## config.mk

```make
export PLATFORM = sky130hd
export DESIGN_NAME = fetch_redirect_ctrl_flat
export DESIGN_NICKNAME = d
export VERILOG_FILES = /design/src/rtl/frontend_pkg.sv /design/src/rtl/fetch_redirect_ctrl_if.sv /design/src/rtl/redirect_prio_sel.sv /design/src/rtl/fetch_redirect_ctrl.sv /design/src/flat_wrapper.sv
export SDC_FILE = /design/constraint.sdc
export NUM_CORES = 1
export LEC_CHECK = 0
export ABC_AREA = 1
export CAP_MARGIN = 10
export CORE_ASPECT_RATIO = 1.25
export CORE_MARGIN = 4
export CORE_UTILIZATION = 48
export CTS_BUF_LIST = sky130_fd_sc_hd__clkbuf_4
export CTS_CLUSTER_SIZE = 10
export DETAILED_ROUTE_END_ITERATION = 6
export PLACE_DENSITY = 0.95
export SLEW_MARGIN = 25
export SYNTH_ARGS = -nofsm -noshare
export SYNTH_HDL_FRONTEND = slang
export SYNTH_SLANG_ARGS = --single-unit
```

## constraint.sdc

```tcl
create_clock -name clk -period 2.7 [get_ports clk]
set_input_delay 0.405 -clock clk [delete_from_list [all_inputs] [get_ports clk]]
set_output_delay 0.405 -clock clk [all_outputs]
set_load 0.02 [all_outputs]
```

## src/rtl/frontend_pkg.sv

```systemverilog
// rtl/frontend_pkg.sv - shared frontend redirect types and counter widths
package frontend_pkg;

  localparam int SQUASH_W = 3;
  localparam int HOLD_W   = 4;

  typedef enum logic [1:0] {
    IDLE     = 2'd0,
    REDIRECT = 2'd1,
    SQUASH   = 2'd2
  } redirect_state_e;

  typedef enum logic [1:0] {
    NONE = 2'd0,
    ROB  = 2'd1,
    BU   = 2'd2,
    DEC  = 2'd3
  } redirect_src_e;

endpackage

```

## src/rtl/fetch_redirect_ctrl_if.sv

```systemverilog
// rtl/fetch_redirect_ctrl_if.sv - redirect sources plus fetch/decode handshake bundle
interface fetch_redirect_ctrl_if #(
  parameter type T = logic [31:0]
);

  logic rob_flush_valid;
  T     rob_flush_pc;
  logic bu_redirect_valid;
  T     bu_redirect_target;
  logic dec_redirect_valid;
  T     dec_redirect_target;
  logic take_branch;
  T     branch_loc;
  logic fetch_valid;
  logic fetch_ready;
  logic dec_valid;
  logic dec_ready;
  logic frontend_flush;

  modport master (
    output rob_flush_valid, rob_flush_pc,
    output bu_redirect_valid, bu_redirect_target,
    output dec_redirect_valid, dec_redirect_target,
    input  take_branch, branch_loc,
    output fetch_valid,
    input  fetch_ready,
    input  dec_valid,
    output dec_ready,
    input  frontend_flush
  );

  modport slave (
    input  rob_flush_valid, rob_flush_pc,
    input  bu_redirect_valid, bu_redirect_target,
    input  dec_redirect_valid, dec_redirect_target,
    output take_branch, branch_loc,
    input  fetch_valid,
    output fetch_ready,
    output dec_valid,
    input  dec_ready,
    output frontend_flush
  );

endinterface

```

## src/rtl/redirect_prio_sel.sv

```systemverilog
// rtl/redirect_prio_sel.sv - fixed-priority redirect selector (rob > bu > dec) with hold masking
module redirect_prio_sel
  import frontend_pkg::*;
#(
  parameter type T = logic [31:0]
) (
  input  logic          rob_valid,
  input  T              rob_target,
  input  logic          bu_valid,
  input  T              bu_target,
  input  logic          dec_valid,
  input  T              dec_target,
  input  logic          hold_active,
  output logic          accept,
  output redirect_src_e source,
  output T              target
);

  always_comb begin
    accept = 1'b0;
    source = NONE;
    target = '0;
    // Losers are dropped outright; nothing is queued for a later cycle.
    if (rob_valid) begin
      accept = 1'b1;
      source = ROB;
      target = rob_target;
    end else if (bu_valid && !hold_active) begin
      accept = 1'b1;
      source = BU;
      target = bu_target;
    end else if (dec_valid && !hold_active) begin
      accept = 1'b1;
      source = DEC;
      target = dec_target;
    end
  end

endmodule

```

## src/rtl/fetch_redirect_ctrl.sv

```systemverilog
// rtl/fetch_redirect_ctrl.sv - redirect sequencing, wrong-path squash and fetch/decode gating
module fetch_redirect_ctrl
  import frontend_pkg::*;
#(
  parameter type T             = logic [31:0],
  parameter int  SQUASH_CYCLES = 1,
  parameter int  HOLD_CYCLES   = 4,
  parameter int  CNT_W         = 32
) (
  input  logic                 clk,
  input  logic                 reset,
  fetch_redirect_ctrl_if.slave bus,
  output logic [CNT_W-1:0]     redirect_count
);

  redirect_state_e     state_q, state_d;
  logic [SQUASH_W-1:0] squash_cnt_q, squash_cnt_d;
  logic [HOLD_W-1:0]   hold_cnt_q;
  T                    branch_loc_q;
  logic [CNT_W-1:0]    redirect_count_q;

  logic                sel_accept;
  redirect_src_e       sel_source;
  T                    sel_target;

  redirect_prio_sel #(.T(T)) u_sel (
    .rob_valid   (bus.rob_flush_valid),
    .rob_target  (bus.rob_flush_pc),
    .bu_valid    (bus.bu_redirect_valid),
    .bu_target   (bus.bu_redirect_target),
    .dec_valid   (bus.dec_redirect_valid),
    .dec_target  (bus.dec_redirect_target),
    .hold_active (hold_cnt_q != '0),
    .accept      (sel_accept),
    .source      (sel_source),
    .target      (sel_target)
  );

  always_ff @(posedge clk) begin
    if (reset) begin
      state_q          <= IDLE;
      squash_cnt_q     <= '0;
      hold_cnt_q       <= '0;
      branch_loc_q     <= '0;
      redirect_count_q <= '0;
    end else begin
      if (sel_accept && sel_source == ROB) begin
        hold_cnt_q <= HOLD_W'(HOLD_CYCLES);
      end else if (hold_cnt_q != '0) begin
        hold_cnt_q <= hold_cnt_q - 1'b1;
      end

      // A fresh redirect always restarts the sequence, whatever state we are in.
      if (sel_accept) begin
        state_q          <= REDIRECT;
        squash_cnt_q     <= SQUASH_W'(SQUASH_CYCLES);
        branch_loc_q     <= sel_target;
        redirect_count_q <= redirect_count_q + CNT_W'(1);
      end else begin
        state_q      <= state_d;
        squash_cnt_q <= squash_cnt_d;
      end
    end
  end

  always_comb begin
    state_d            = state_q;
    squash_cnt_d       = squash_cnt_q;
    bus.take_branch    = 1'b0;
    bus.frontend_flush = 1'b0;
    bus.dec_valid      = bus.fetch_valid;
    bus.fetch_ready    = bus.dec_ready;
    unique case (state_q)
      IDLE: begin
      end
      REDIRECT: begin
        bus.take_branch    = 1'b1;
        bus.frontend_flush = 1'b1;
        bus.dec_valid      = 1'b0;
        bus.fetch_ready    = 1'b1;
        state_d            = SQUASH;
      end
      SQUASH: begin
        // Keep fetch draining so the stale icache word is consumed and discarded.
        bus.dec_valid   = 1'b0;
        bus.fetch_ready = 1'b1;
        squash_cnt_d    = squash_cnt_q - 1'b1;
        if (squash_cnt_q <= SQUASH_W'(1)) begin
          state_d = IDLE;
        end
      end
      default: begin
        state_d = IDLE;
      end
    endcase
  end

  assign bus.branch_loc = branch_loc_q;
  assign redirect_count = redirect_count_q;

endmodule

```

## src/flat_wrapper.sv

```systemverilog
// flat-port wrapper written by rule: the top's interface ports become plain ports
module fetch_redirect_ctrl_flat import frontend_pkg::*;
#(
  parameter type T             = logic [31:0],
  parameter int  SQUASH_CYCLES = 1,
  parameter int  HOLD_CYCLES   = 4,
  parameter int  CNT_W         = 32
)
  (clk, reset, redirect_count, bus_rob_flush_valid, bus_rob_flush_pc, bus_bu_redirect_valid, bus_bu_redirect_target, bus_dec_redirect_valid, bus_dec_redirect_target, bus_take_branch, bus_branch_loc, bus_fetch_valid, bus_fetch_ready, bus_dec_valid, bus_dec_ready, bus_frontend_flush);
  fetch_redirect_ctrl_if #(.T(T)) bus_i ();
  input  logic clk;
  input  logic reset;
  output logic [CNT_W-1:0] redirect_count;
  input wire logic [$bits(bus_i.rob_flush_valid)-1:0] bus_rob_flush_valid;
  input wire logic [$bits(bus_i.rob_flush_pc)-1:0] bus_rob_flush_pc;
  input wire logic [$bits(bus_i.bu_redirect_valid)-1:0] bus_bu_redirect_valid;
  input wire logic [$bits(bus_i.bu_redirect_target)-1:0] bus_bu_redirect_target;
  input wire logic [$bits(bus_i.dec_redirect_valid)-1:0] bus_dec_redirect_valid;
  input wire logic [$bits(bus_i.dec_redirect_target)-1:0] bus_dec_redirect_target;
  output wire logic [$bits(bus_i.take_branch)-1:0] bus_take_branch;
  output wire logic [$bits(bus_i.branch_loc)-1:0] bus_branch_loc;
  input wire logic [$bits(bus_i.fetch_valid)-1:0] bus_fetch_valid;
  output wire logic [$bits(bus_i.fetch_ready)-1:0] bus_fetch_ready;
  output wire logic [$bits(bus_i.dec_valid)-1:0] bus_dec_valid;
  input wire logic [$bits(bus_i.dec_ready)-1:0] bus_dec_ready;
  output wire logic [$bits(bus_i.frontend_flush)-1:0] bus_frontend_flush;
  assign bus_i.rob_flush_valid = bus_rob_flush_valid;
  assign bus_i.rob_flush_pc = bus_rob_flush_pc;
  assign bus_i.bu_redirect_valid = bus_bu_redirect_valid;
  assign bus_i.bu_redirect_target = bus_bu_redirect_target;
  assign bus_i.dec_redirect_valid = bus_dec_redirect_valid;
  assign bus_i.dec_redirect_target = bus_dec_redirect_target;
  assign bus_take_branch = bus_i.take_branch;
  assign bus_branch_loc = bus_i.branch_loc;
  assign bus_i.fetch_valid = bus_fetch_valid;
  assign bus_fetch_ready = bus_i.fetch_ready;
  assign bus_dec_valid = bus_i.dec_valid;
  assign bus_i.dec_ready = bus_dec_ready;
  assign bus_frontend_flush = bus_i.frontend_flush;
  fetch_redirect_ctrl #(.T(T), .SQUASH_CYCLES(SQUASH_CYCLES), .HOLD_CYCLES(HOLD_CYCLES), .CNT_W(CNT_W)) u_core (.clk(clk), .reset(reset), .bus(bus_i), .redirect_count(redirect_count));
endmodule
```

# Word level (Yosys, flattened, before mapping)
# Index checks and enable logic that the tools add are counted.
# Widths: inputs -> output; s select.
[classes]
bitwise_logic = 1
n_mux = 19
eq_ne = 6
reduce_logical = 13
order_cmp = 1
add_sub_neg = 3
[ops]
columns = ["cell", "count"]
rows = [
  ["$mux 32", 3],
  ["$add 32x1->32 const B", 1],
  ["$mux 1", 9],
  ["$mux 2", 4],
  ["$mux 3", 2],
  ["$pmux 2 s3", 1],
  ["$reduce_or 2->1", 3],
  ["$eq 2x1->1 const B", 2],
  ["$ne 2x1->1 const B", 2],
  ["$reduce_and 2->1", 2],
  ["$reduce_bool 2->1", 2],
  ["$reduce_bool 4->1", 1],
  ["$sub 4x1->4 const B", 1],
  ["$le 3x1->1 const B", 1],
  ["$logic_and 1x1->1", 3],
  ["$ne 3x1->1 const B", 1],
  ["$sub 3x1->3 const B", 1],
  ["$eq 2x2->1 const B", 1],
  ["$logic_not 2->1", 1],
  ["$logic_not 1->1", 1],
  ["$not 1->1", 1],
]
[word_totals]
input_bits = 103
out_inout_bits = 68
regBits = 73
elab_cells = 51

# Logic depth before layout (Yosys ltp)
# Gate-level depths: netlist of run 1.
[logic_depth]
word_depth = 9
depth_mapped = 10
ltp_nobuf = 10

# Cells and area by module
# From an unflattened synthesis of run 1, not the netlist that was laid out.
[unflattened]
cells_unflattened = 728
hier_area_um2 = 4600.7
[by_module_without_submodules]
columns = ["module", "area_each_um2", "instances", "seq_area_each_um2", "cells_per_inst"]
rows = [
  ["fetch_redirect_ctrl", 3299.4, 1, 1461.4, 470],
  ["redirect_prio_sel", 1301.2, 1, 0.0, 258],
]

# Worst setup path before layout of run 1
# Ideal clock, no wire load.
[synth_path]
path_kind = "register to register"
startpoint = "reg u_core.redirect_count_q[0] (netlist: u_core.redirect_count[0])"
endpoint = "reg u_core.redirect_count_q[30] (netlist: u_core.redirect_count[30])"
period_less_slack_ps = 1638
required_time_ps = 2582
setup_ps = 118
path_stages_with_launch = 9
slack_ps = 1062
n_path_buf = 0
t_arrival_ps = 1520
path_cell_list = "dfxtp_1 > ha_1 > nand2_1 > nor2_1 > nand3_1 > nor2_2 > nand3_1 > nor3_1 > nor2_1"
[synth_via]
elab_chain_len = 1
[synth_rtl]
columns = ["element", "line_no", "rtl"]
rows = [
  ["start, declared", "fetch_redirect_ctrl.sv:20", "logic [CNT_W-1:0] redirect_count_q;"],
  ["start signal, assigned", "fetch_redirect_ctrl.sv:58", "redirect_count_q <= redirect_count_q + CNT_W'(1);"],
  ["$add 32x1->32", "fetch_redirect_ctrl.sv:58", ""],
]
# Every way passes these cells.
# A chain may end at the register's enable or synchronous reset.

# Worst setup path in the final report of run 1
[layout_path]
startpoint = "reg u_core.state_q[0]"
endpoint = "out bus_fetch_ready"
[layout_via]
elab_chain_len = 3
elab_cells_between_ends = 4
classes_between = "eq/ne (2); mux (1); reduce/logical (1)"
[layout_rtl]
columns = ["element", "line_no", "rtl"]
rows = [
  ["start, declared", "fetch_redirect_ctrl.sv:16", "redirect_state_e state_q, state_d;"],
  ["start signal, assigned", "fetch_redirect_ctrl.sv:60", "state_q <= state_d;"],
  ["$eq 2x1->1 or $eq 2x2->1 (tied branches)", "fetch_redirect_ctrl.sv:73", "unique case (state_q)"],
  ["$reduce_or 2->1 (no source line) (*)", "-", ""],
  ["$mux 1 (*)", "fetch_redirect_ctrl.sv:73", ""],
  ["end, declared", "flat_wrapper.sv:23", "output wire logic [$bits(bus_i.fetch_ready)-1:0] bus_fetch_ready;"],
]
# Every way passes the cells marked *; elsewhere a longest branch is shown, timed or not.

==> results by group, run 1 <==
Run status
  – Status: finished, final reports clean

Clock network
  – Clk sink count: 73
  – Clock Latency Late Sink: 0.44 ns
  – Maximum clock insertion buffer count: 2
  – CTS root buffer: clkbuf_4
  – Post-CTS setup buffers: 0
  – H-tree levels: 3
  – CTS buffer count: 9
  – # resized after CTS: 0
  – Clock slew at reported path FFs: 0.11 ns
  – CTS tree: done
  – Hold_buf cts: 0

Detailed routing
  – Routed WL per cell: 14.2 um
  – Antenna viol nets, final: 0
  – Pre-antenna DRT Iters: 5
  – Drt total wl: 12700 um
  – Vias after detailed routing: ~4700
  – Residual DRC: 0
  – Vias per cell: between 5 and 6
  – Initial DRC count: 243

Synth
  – Syn Nets: 745
  – Synth top area cells: dfxtp_1, inv_1, nand2_1
  – Predominant post-synthesis flop cell: dfxtp_1
  – Post-Syn Area: 4100 um2
  – EDFF count, synth: 0
  – Synth cell types: 33
  – Post-synth ARST share: 0
  – Proportion of synthesized chip area in sequential cells: 0.357
  – Synth warn: 0
  – Post-Synthesis Cells: 635
  – Synth top area share: 0.357
  – Biggest area consumer among synthesized cells: dfxtp_1
  – Syn Area/Cell: 6.45 um2
  – Register bit count reported by yosys: 73

Power and ir drop
  – Peak supply drop: 0.000274 V
  – Pleak: 2.49 nW
  – Pwr Total: ~0.0025 W
  – PD cells: ~420 nW/um2

Die
  – Die Y: 111 um
  – Num rows: 37
  – Initial Utilization: 0.494
  – DIE AREA: 10100 um2
  – Core area: 8290 um2
  – Die Wd: 90.6 um
  – Boundary Pins: 171

Global route
  – Grt ovf: 0
  – Total Routing Usage GR: 0.246
  – Met3 Track Usage GR: 0.0726
  – Largest net degree at the start of global routing: between 60 and 70
  – First-pass GRT wire length: a little over 20000 um
  – Initial antenna violation count: 0
  – M2 GR Usage: 0.448
  – Vias in the first global route: 4561
  – M1 GR Usage: 0.259
  – Grt peak-use layer: met2

Worst setup path
  – Crit end category: output pin
  – Crit path launch type: flip-flop
  – Reg2reg path depth: 7
  – WP data arrival: roughly 2.0 ns
  – Setup CP Type: flip-flop to output pin
  – Worst endpoint required time: 2.30 ns
  – Crit Path Max Fanout: 3

Finish
  – Most common cell after layout, fill and taps aside: clkdlybuf4s50_1
  – Area growth syn-to-layout: 43.9%
  – Diode count: 0
  – Finished Cell Area: 5890 um2
  – Commonest cells after routing, fill and taps aside: clkdlybuf4s50_1, inv_1, nand2_1
  – Fill cell count: 627
  – Final core occ: 0.711
  – Ratio of cells with drive above 1 in the final layout: 0.0527
  – Nets: 903

Timing
  – Max Slew Vio Count: 0
  – Final hold vios: 0
  – Slew HR: 0.535
  – Final period utilization: 0.897
  – Final worst slack: 0.277 ns
  – Final setup violation count: 0
  – Fin crit period: 2.42 ns
  – Post-Route Setup TNS: 0 ns
  – Clock skew: 0.0172 ns
  – Peak Freq: 0.413 GHz
  – Worst slew pin tran: 0.697 ns
  – RSZ-0062 raised after global routing: false

Placement
  – Post-DP Area: just under 6000 um2
  – Global placer's final weighted congestion: 0.871
  – Port bufs: 170
  – Hpwl dp: 9630 um
  – DP Worst Slack: roughly 0.52 ns

Flow run
  – MaxCap Viol Count: 0

Min path
  – Worst hold path cell count: 2
  – Hold Path Class: flip-flop to flip-flop
[cells by family (layout without fill, tap and decap cells)]
kind of cell | after synthesis | in the layout | share of synthesized area
AOI/OAI and AO/OA | 136 | 136 | 0.178
and+or+nand+nor | 264 | 264 | 0.283
buffers and inverters | 150 | 312 | 0.150
adders and majority gates | 7 | 7 | 0.0214
DFF | 73 | 73 | 0.357
muxes | 1 | 1 | 0.00244
xor gates and xnor gates | 4 | 4 | 0.00855
[synthesized netlist by cell type (2+ instances only)]
cell and count:
inv_1 121, nand2_1 118, nor2_1 86, dfxtp_1 73, a21oi_1 56, o21ai_0 43
o22ai_1 32, nand3_1 21, clkbuf_1 15, nand4_1 10, ha_1 7, nor3_1 7
buf_2 5, buf_6 5, nand3_2 5, nor2_2 5, nand2_2 3, nor2_4 3
xor2_1 3, buf_4 2, o21ai_1 2, or2_2 2
[area by class of cell]
cell class,count,area [um2],area share
multi-input combinational,412,2020,0.343
timing repair buffer,175,1730,0.294
sequential,73,1460,0.248
inverter,122,458,0.0777
tap,97,121,0.0206
clock buffer,10,75.1,0.0127
clock inverter,5,23.8,0.00403
[metal layers]
metal  wire (um)  up-vias
li1            -     2320
met1        4670     2114
met2        6600      209
met3        1150       26
met4         314        0
met5           0        -
[power breakdown]
group	switching [W]	internal, W	total (W)	leakage [nW]
Sequential	0.0000452	0.00114	0.00119	0.599
Clock	0.000384	0.000186	0.000569	0.0632
Combinational	0.000370	0.000342	0.000713	1.83
[critical path: stages, from the launching register on]
cell and delay [ns]:
dfxtp_1 0.37, inv_1 0.08, ha_1 0.31, or2_2 0.29, clkdlybuf4s50_1 0.54
[flip-flops by register name (all words and copies together), names as in the netlist]
register and flops:
u_core.squash_cnt_q 3, u_core.hold_cnt_q 4, u_core.state_q 2, u_core.redirect_count 32, u_core.bus.branch_loc 32
[worst paths after layout]
check | startpoint | end | slack [ns]
max | u_core.state_q[0]$_SDFFE_PP0P_ | bus_fetch_ready | 0.28
min | u_core.bus.branch_loc[17]$_SDFFE_PP0P_ | u_core.bus.branch_loc[17]$_SDFFE_PP0P_ | 0.47
max reg2reg | u_core.hold_cnt_q[0]$_SDFFE_PP0P_ | u_core.redirect_count[16]$_SDFFE_PP0P_ | 0.60
min reg2reg | u_core.bus.branch_loc[17]$_SDFFE_PP0P_ | u_core.bus.branch_loc[17]$_SDFFE_PP0P_ | 0.47
[through the flow]
step,hold WS [ns],instances
final,0.470,894
after detailed placement,0.457,879
after global placement,0.447,879
after CTS,0.471,894
after floorplan,0.438,635
after global routing,0.492,894
(Power assumes the default switching activity.)
==> inputs of run 2 (changes only) <==
--- a/config.mk
+++ b/config.mk
@@ -9,11 +9,11 @@
 export CAP_MARGIN = 10
 export CORE_ASPECT_RATIO = 1.25
 export CORE_MARGIN = 4
-export CORE_UTILIZATION = 48
+export CORE_UTILIZATION = 44
 export CTS_BUF_LIST = sky130_fd_sc_hd__clkbuf_4
 export CTS_CLUSTER_SIZE = 10
 export DETAILED_ROUTE_END_ITERATION = 6
-export PLACE_DENSITY = 0.95
+export PLACE_DENSITY = 0.89
 export SLEW_MARGIN = 25
 export SYNTH_ARGS = -nofsm -noshare
 export SYNTH_HDL_FRONTEND = slang
==> constraint.sdc (replaced) <==
create_clock -name clk -period 2.4 [get_ports clk]
set_input_delay 0.36 -clock clk [delete_from_list [all_inputs] [get_ports clk]]
set_output_delay 0.36 -clock clk [all_outputs]
set_load 0.02 [all_outputs]
==> results by group, run 2 (synthesized netlist as in run 1, its figures left out) <==
Timing
  – Final period utilization: 0.931
  – Fin Hold WS: 0.361 ns (was 0.470 ns)
  – RSZ-0062 raised after global routing: false (unchanged)
  – Final hold vios: 0 (unchanged)
  – Clock skew: 0.0113 ns (was 0.0172 ns)
  – Final setup violation count: 0 (unchanged)
  – Slew HR: 0.654 (was 0.535)
  – Post-Route Setup TNS: 0 ns (unchanged)
  – Peak Freq: around 0.45 GHz
  – Worst slew pin tran: 0.519 ns (was 0.697 ns)
  – Fin crit period: 2.23 ns
  – Max Slew Vio Count: 0 (unchanged)

Global route
  – Vias in the first global route: 4520 (was 4561)
  – First-pass GRT wire length: 19700 um (was 20400 um)
  – Met3 Track Usage GR: 0.0740 (was 0.0726)
  – Grt ovf: 0 (unchanged)
  – Total Routing Usage GR: 0.227 (was 0.246)
  – M2 GR Usage: 0.416 (was 0.448)
  – Grt peak-use layer: met2 (unchanged)
  – M1 GR Usage: 0.228 (was 0.259)
  – Initial antenna violation count: 0 (unchanged)
  – Largest net degree at the start of global routing: 65 (was 67)

Worst setup path
  – Crit Path Max Fanout: 3 (unchanged)
  – Crit path launch type: flip-flop (unchanged)
  – Crit end category: output pin (unchanged)
  – Worst endpoint required time: 2.04 ns (was 2.30 ns)
  – Setup CP Type: flip-flop to output pin (unchanged)
  – WP data arrival: 1.87 ns (was 2.02 ns)

Die
  – Core area: 9130 um2 (was 8290 um2)
  – Initial Utilization: 0.449 (was 0.494)
  – Die Wd: 94.3 um (was 90.6 um)
  – Die Y: 116 um (was 111 um)
  – Num rows: 39 (was 37)
  – Boundary Pins: 171 (unchanged)
  – DIE AREA: 10900 um2 (was 10100 um2)

Clock network
  – CTS tree: done (unchanged)
  – Clk sink count: 73 (unchanged)
  – Clock Latency Late Sink: 0.41 ns (was 0.44 ns)
  – Clock slew at reported path FFs: 0.11 ns (about the same)
  – Post-CTS setup buffers: 0 (unchanged)
  – Hold_buf cts: 0 (unchanged)
  – # resized after CTS: 0 (unchanged)
  – CTS root buffer: clkbuf_4 (unchanged)
  – Maximum clock insertion buffer count: 2 (unchanged)
  – CTS buffer count: 9 (unchanged)
  – H-tree levels: 3 (unchanged)

Finish
  – Area growth syn-to-layout: 45.5% (was 43.9%)
  – Commonest cells after routing, fill and taps aside: clkdlybuf4s50_1, inv_1, nand2_1 (unchanged)
  – Finished Cell Area: 5960 um2 (was 5890 um2)
  – Nets: 906 (was 903)
  – Fill cell count: 757 (was 627)
  – Ratio of cells with drive above 1 in the final layout: 0.0563 (was 0.0527)
  – Seq. cell area: 1460 um2 (unchanged)
  – Diode count: 0 (unchanged)
  – Most common cell after layout, fill and taps aside: clkdlybuf4s50_1 (unchanged)
  – Multi-input gate area: 2020 um2 (unchanged)

Detailed routing
  – Vias per cell: 5.09 (was 5.22)
  – Antenna viol nets, final: 0 (unchanged)
  – Residual DRC: 0 (unchanged)
  – Pre-antenna DRT Iters: 5 (unchanged)
  – Routed WL per cell: 13.3 um (was 14.2 um)
  – Vias after detailed routing: 4701 (was 4669)
  – Initial DRC count: 154 (was 243)
  – Drt total wl: 12300 um (was 12700 um)

Power and ir drop
  – Clk pwr share: 0.239 (was 0.231)
  – Pleak: 2.51 nW (was 2.49 nW)
  – PD cells: 471 nW/um2 (was 419 nW/um2)
  – Sw power: 0.000872 W (was 0.000799 W)
  – Peak supply drop: 0.000295 V (was 0.000274 V)
  – Int Pwr: 0.00194 W (was 0.00167 W)
  – Sw Ratio: 0.310 (was 0.324)
  – Part of the power in registers: 0.474 (was 0.481)
  – Combinational power share: 0.287 (was 0.289)

Placement
  – Hpwl dp: 9570 um (was 9630 um)
  – Global placer's final weighted congestion: 0.887 (was 0.871)
  – Port bufs: 170 (unchanged)
  – Post-DP Area: 5850 um2 (was 5800 um2)

Flow run
  – MaxCap Viol Count: 0 (unchanged)

Run status
  – Status: finished, final reports clean (unchanged)

Min path
  – Hold Path Class: input pin to flip-flop (was flip-flop to flip-flop)
[run 2: worst max-delay path: stages, from the launching register on]
cell and delay (ns):
dfxtp_1 0.37, inv_1 0.08, ha_1 0.30, nor2_1 0.10, clkdlybuf4s50_1 0.61
[run 2: through the flow]
| step | worst slack, ns | total power [W] | instances | util |
|---|---|---|---|---|
| final | 0.166 | 0.00281 | 923 | 0.653 |
| after CTS | 0.0114 | 0.00283 | 923 | 0.653 |
| after global routing | 0.0933 | 0.00297 | 923 | 0.653 |
| after detailed placement | 0.316 | 0.00217 | 908 | 0.641 |
| after global placement | 0.329 | 0.00214 | 908 | 0.641 |
| after floorplan | 0.762 | 0.00179 | 635 | - |
[run 2: power groups by stage]
stage                     logic (W)  registers (W)  clock network (W)
final                      0.000806        0.00133           0.000671
after global routing       0.000879        0.00134           0.000750
after CTS                  0.000810        0.00133           0.000687
after detailed placement   0.000807        0.00136                  0
after global placement     0.000786        0.00136                  0
after floorplan            0.000367        0.00143                  0
[run 2: area by class of cell]
class / instances / area share
clock inverters: 1 / 0.000630
well taps: 123 / 0.0258
repair buffers: 178 / 0.295
inverters: 122 / 0.0768
multi-input cells: 412 / 0.339
flip-flops and latches: 73 / 0.245
clock buffers: 14 / 0.0176
[run 2: final timing paths]
| kind | to | slack [ns] | cells after the start | startpoint |
|---|---|---|---|---|
| hold / removal | u_core.redirect_count[9]$_SDFFE_PP0P_ | 0.36 | 2 | reset |
| setup / recovery | bus_dec_valid | 0.17 | 4 | u_core.state_q[0]$_SDFFE_PP0P_ |
| setup reg to reg | u_core.bus.branch_loc[30]$_SDFFE_PP0P_ | 0.55 | 8 | u_core.hold_cnt_q[0]$_SDFFE_PP0P_ |
| hold reg to reg | u_core.bus.branch_loc[12]$_SDFFE_PP0P_ | 0.47 | 2 | u_core.bus.branch_loc[12]$_SDFFE_PP0P_ |
[run 2: layer usage]
metal	share of wire	wire length, um
met4	0.027	327
met2	0.52	6420
met3	0.094	1150
met5	0	0
met1	0.36	4400
==> inputs of run 3 (changes only) <==
--- a/config.mk
+++ b/config.mk
@@ -7,13 +7,15 @@
 export LEC_CHECK = 0
 export ABC_AREA = 1
 export CAP_MARGIN = 10
+export CELL_PAD_IN_SITES_DETAIL_PLACEMENT = 1
+export CELL_PAD_IN_SITES_GLOBAL_PLACEMENT = 2
 export CORE_ASPECT_RATIO = 1.25
 export CORE_MARGIN = 4
-export CORE_UTILIZATION = 44
+export CORE_UTILIZATION = 20
 export CTS_BUF_LIST = sky130_fd_sc_hd__clkbuf_4
 export CTS_CLUSTER_SIZE = 10
 export DETAILED_ROUTE_END_ITERATION = 6
-export PLACE_DENSITY = 0.89
+export PLACE_DENSITY = 0.85
 export SLEW_MARGIN = 25
 export SYNTH_ARGS = -nofsm -noshare
 export SYNTH_HDL_FRONTEND = slang
==> constraint.sdc (replaced) <==
create_clock -name clk -period 1.9 [get_ports clk]
set_input_delay 0.285 -clock clk [delete_from_list [all_inputs] [get_ports clk]]
set_output_delay 0.285 -clock clk [all_outputs]
set_load 0.02 [all_outputs]
==> results by group, run 3 (synthesized netlist as in run 1, its figures left out) <==
Timing
  – Peak Freq: approximately 0.55 GHz
  – Clock skew: 0.0226 ns (was 0.0113 ns)
  – Final worst slack: 0.0655 ns (was 0.166 ns)
  – Slew HR: 0.793 (was 0.654)
  – Fin Hold WS: 0.178 ns (was 0.361 ns)
  – Final setup violation count: 0 (unchanged)
  – Fin crit period: 1.83 ns
  – Final hold vios: 0 (unchanged)
  – Worst slew pin tran: 0.310 ns (was 0.519 ns)
  – Max Slew Vio Count: 0 (unchanged)
  – Final period utilization: 0.966
  – RSZ-0062 raised after global routing: true (was false)
  – Post-Route Setup TNS: 0 ns (unchanged)

Power and ir drop
  – Part of the power in registers: 0.439 (was 0.474)
  – Sw Ratio: 0.328 (was 0.310)
  – PD cells: 600 nW/um2 (was 471 nW/um2)
  – Sw power: 0.00126 W (was 0.000872 W)
  – Peak supply drop: 0.000242 V (was 0.000295 V)
  – Combinational power share: 0.290 (was 0.287)
  – Pwr Total: 0.00383 W (was 0.00281 W)
  – Clk pwr share: 0.271 (was 0.239)
  – Int Pwr: 0.00257 W (was 0.00194 W)
  – Pleak: 2.83 nW (was 2.51 nW)

Worst setup path
  – WP data arrival: 1.55 ns (was 1.87 ns)
  – Crit path launch type: flip-flop (unchanged)
  – Crit Path Max Fanout: 3 (unchanged)
  – Crit end category: output pin (unchanged)
  – Worst endpoint required time: 1.62 ns (was 2.04 ns)
  – CP startpoint: u_core.state_q[0]$_SDFFE_PP0P_ (unchanged)
  – Crit path to: bus_fetch_ready (was bus_dec_valid)
  – R2R Path Start: u_core.hold_cnt_q[0]$_SDFFE_PP0P_ (unchanged)
  – FF-to-FF setup slack: 0.15 ns (was 0.55 ns)
  – Reg2reg path depth: 10 (was 8)
  – Setup CP Type: flip-flop to output pin (unchanged)
  – Worst r2r dst: u_core.bus.branch_loc[21]$_SDFFE_PP0P_ (was u_core.bus.branch_loc[30]$_SDFFE_PP0P_)

Flow run
  – MaxCap Viol Count: 0 (unchanged)

Finish
  – Most common cell after layout, fill and taps aside: clkdlybuf4s50_1 (unchanged)
  – Finished Cell Area: 6380 um2 (was 5960 um2)
  – Commonest cells after routing, fill and taps aside: clkdlybuf4s50_1, inv_1, nand2_1 (unchanged)
  – Fill cell count: 2545 (was 757)
  – Area growth syn-to-layout: 55.9% (was 45.5%)
  – Nets: 916 (was 906)
  – Ratio of cells with drive above 1 in the final layout: 0.0838 (was 0.0563)

Clock network
  – Maximum clock insertion buffer count: 2 (unchanged)
  – H-tree levels: 3 (unchanged)
  – Post-CTS setup buffers: 0 (unchanged)
  – Clock Latency Late Sink: 0.46 ns (was 0.41 ns)
  – CTS root buffer: clkbuf_4 (unchanged)
  – Hold_buf cts: 0 (unchanged)
  – CTS buffer count: 9 (unchanged)
  – Clock slew at reported path FFs: 0.14 ns (was 0.11 ns)
  – Clk sink count: 73 (unchanged)
  – CTS tree: done (unchanged)

Die
  – Die Y: 168 um (was 116 um)
  – Core area: 20100 um2 (was 9130 um2)
  – Initial Utilization: 0.204 (was 0.449)
  – Boundary Pins: 171 (unchanged)
  – Die Wd: 136 um (was 94.3 um)
  – Num rows: 58 (was 39)
  – DIE AREA: 22900 um2 (was 10900 um2)

Placement
  – Post-DP Area: 6220 um2 (was 5850 um2)
  – Hpwl dp: 11700 um (was 9570 um)
  – Port bufs: 170 (unchanged)
  – Global placer's final weighted congestion: 0.751 (was 0.887)
  – DP Worst Slack: 0.0510 ns (was 0.316 ns)

Min path
  – Worst hold path cell count: 4 (was 2)
  – Hold Path Class: input pin to flip-flop (unchanged)

Global route
  – Total Routing Usage GR: 0.134 (was 0.227)
  – First-pass GRT wire length: 24200 um (was 19700 um)
  – Vias in the first global route: 4820 (was 4520)
  – Initial antenna violation count: 1 (was 0)
  – Largest net degree at the start of global routing: 35 (was 65)
  – Grt ovf: 0 (unchanged)

Detailed routing
  – Vias per cell: 4.27 (was 5.09)
  – Residual DRC: 0 (unchanged)
  – Initial DRC count: 119 (was 154)
  – Pre-antenna DRT Iters: 4 (was 5)
  – Antenna viol nets, final: 0 (unchanged)
  – Drt total wl: 14900 um (was 12300 um)
  – Routed WL per cell: 13.8 um (was 13.3 um)
  – Vias after detailed routing: 4625 (was 4701)

Run status
  – Status: finished, final reports clean (unchanged)
==> run 3: layout make-up <==
cell class,instances,area (um2),area share
Tap cell,270,338,0.0529
Multi-Input combinational cell,412,2040,0.320
Clock buffer,9,67.6,0.0106
Clock inverter,7,71.3,0.0112
Timing Repair Buffer,188,1940,0.304
Sequential cell,73,1470,0.230
Antenna cell,1,2.50,0.000392
Inverter,122,458,0.0717
==> run 3: power groups by stage <==
stage,Clock [W],Combinational (W),Sequential (W)
after floorplan,0,0.000464,0.00180
after global routing,0.00116,0.00123,0.00170
final,0.00104,0.00111,0.00168
after global placement,0,0.00114,0.00171
after detailed placement,0,0.00115,0.00171
after CTS,0.00111,0.00113,0.00168
==> run 3: repair_timing <==
action                                 4_1_cts  5_1_grt
setup endpoints to repair                   16       13
pin swaps                                    0        0
gates resized for setup                     23       16
endpoints found under the hold margin        0        0
==> run 3: through the flow <==
stage | std cells | util
after floorplan | 635 | -
after global placement | 1065 | 0.310
after detailed placement | 1065 | 0.310
after CTS | 1081 | 0.315
after global routing | 1082 | 0.318
final | 1082 | 0.318
==> run 3: critical path, cell delays in order, from the launching register on <==
cell,delay [ns]
dfxtp_2,0.37
inv_2,0.05
ha_4,0.23
or2_2,0.28
buf_2,0.16
==> run 3: how the worst min path moves through the flow <==
stage	from	endpoint	slack (ns)
3_5_place_dp	u_core.bus.branch_loc[24]$_SDFFE_PP0P_	u_core.bus.branch_loc[24]$_SDFFE_PP0P_	0.46
4_1_cts	reset	u_core.state_q[1]$_SDFFE_PP0P_	0.12
2_1_floorplan	u_core.hold_cnt_q[0]$_SDFFE_PP0P_	u_core.hold_cnt_q[0]$_SDFFE_PP0P_	0.44
6_report	reset	u_core.squash_cnt_q[1]$_SDFFE_PP0N_	0.18
3_3_place_gp	u_core.hold_cnt_q[0]$_SDFFE_PP0P_	u_core.hold_cnt_q[0]$_SDFFE_PP0P_	0.45
5_1_grt	reset	u_core.squash_cnt_q[1]$_SDFFE_PP0N_	0.15
==> run 3: per-layer routing <==
metal  track usage  wire, um  vias to the layer above
met5             0         0                        -
met4        0.0473       266                        0
met3        0.0415      1060                       16
met2         0.249      7790                      114
met1         0.139      5770                     2139
li1              -         -                     2356
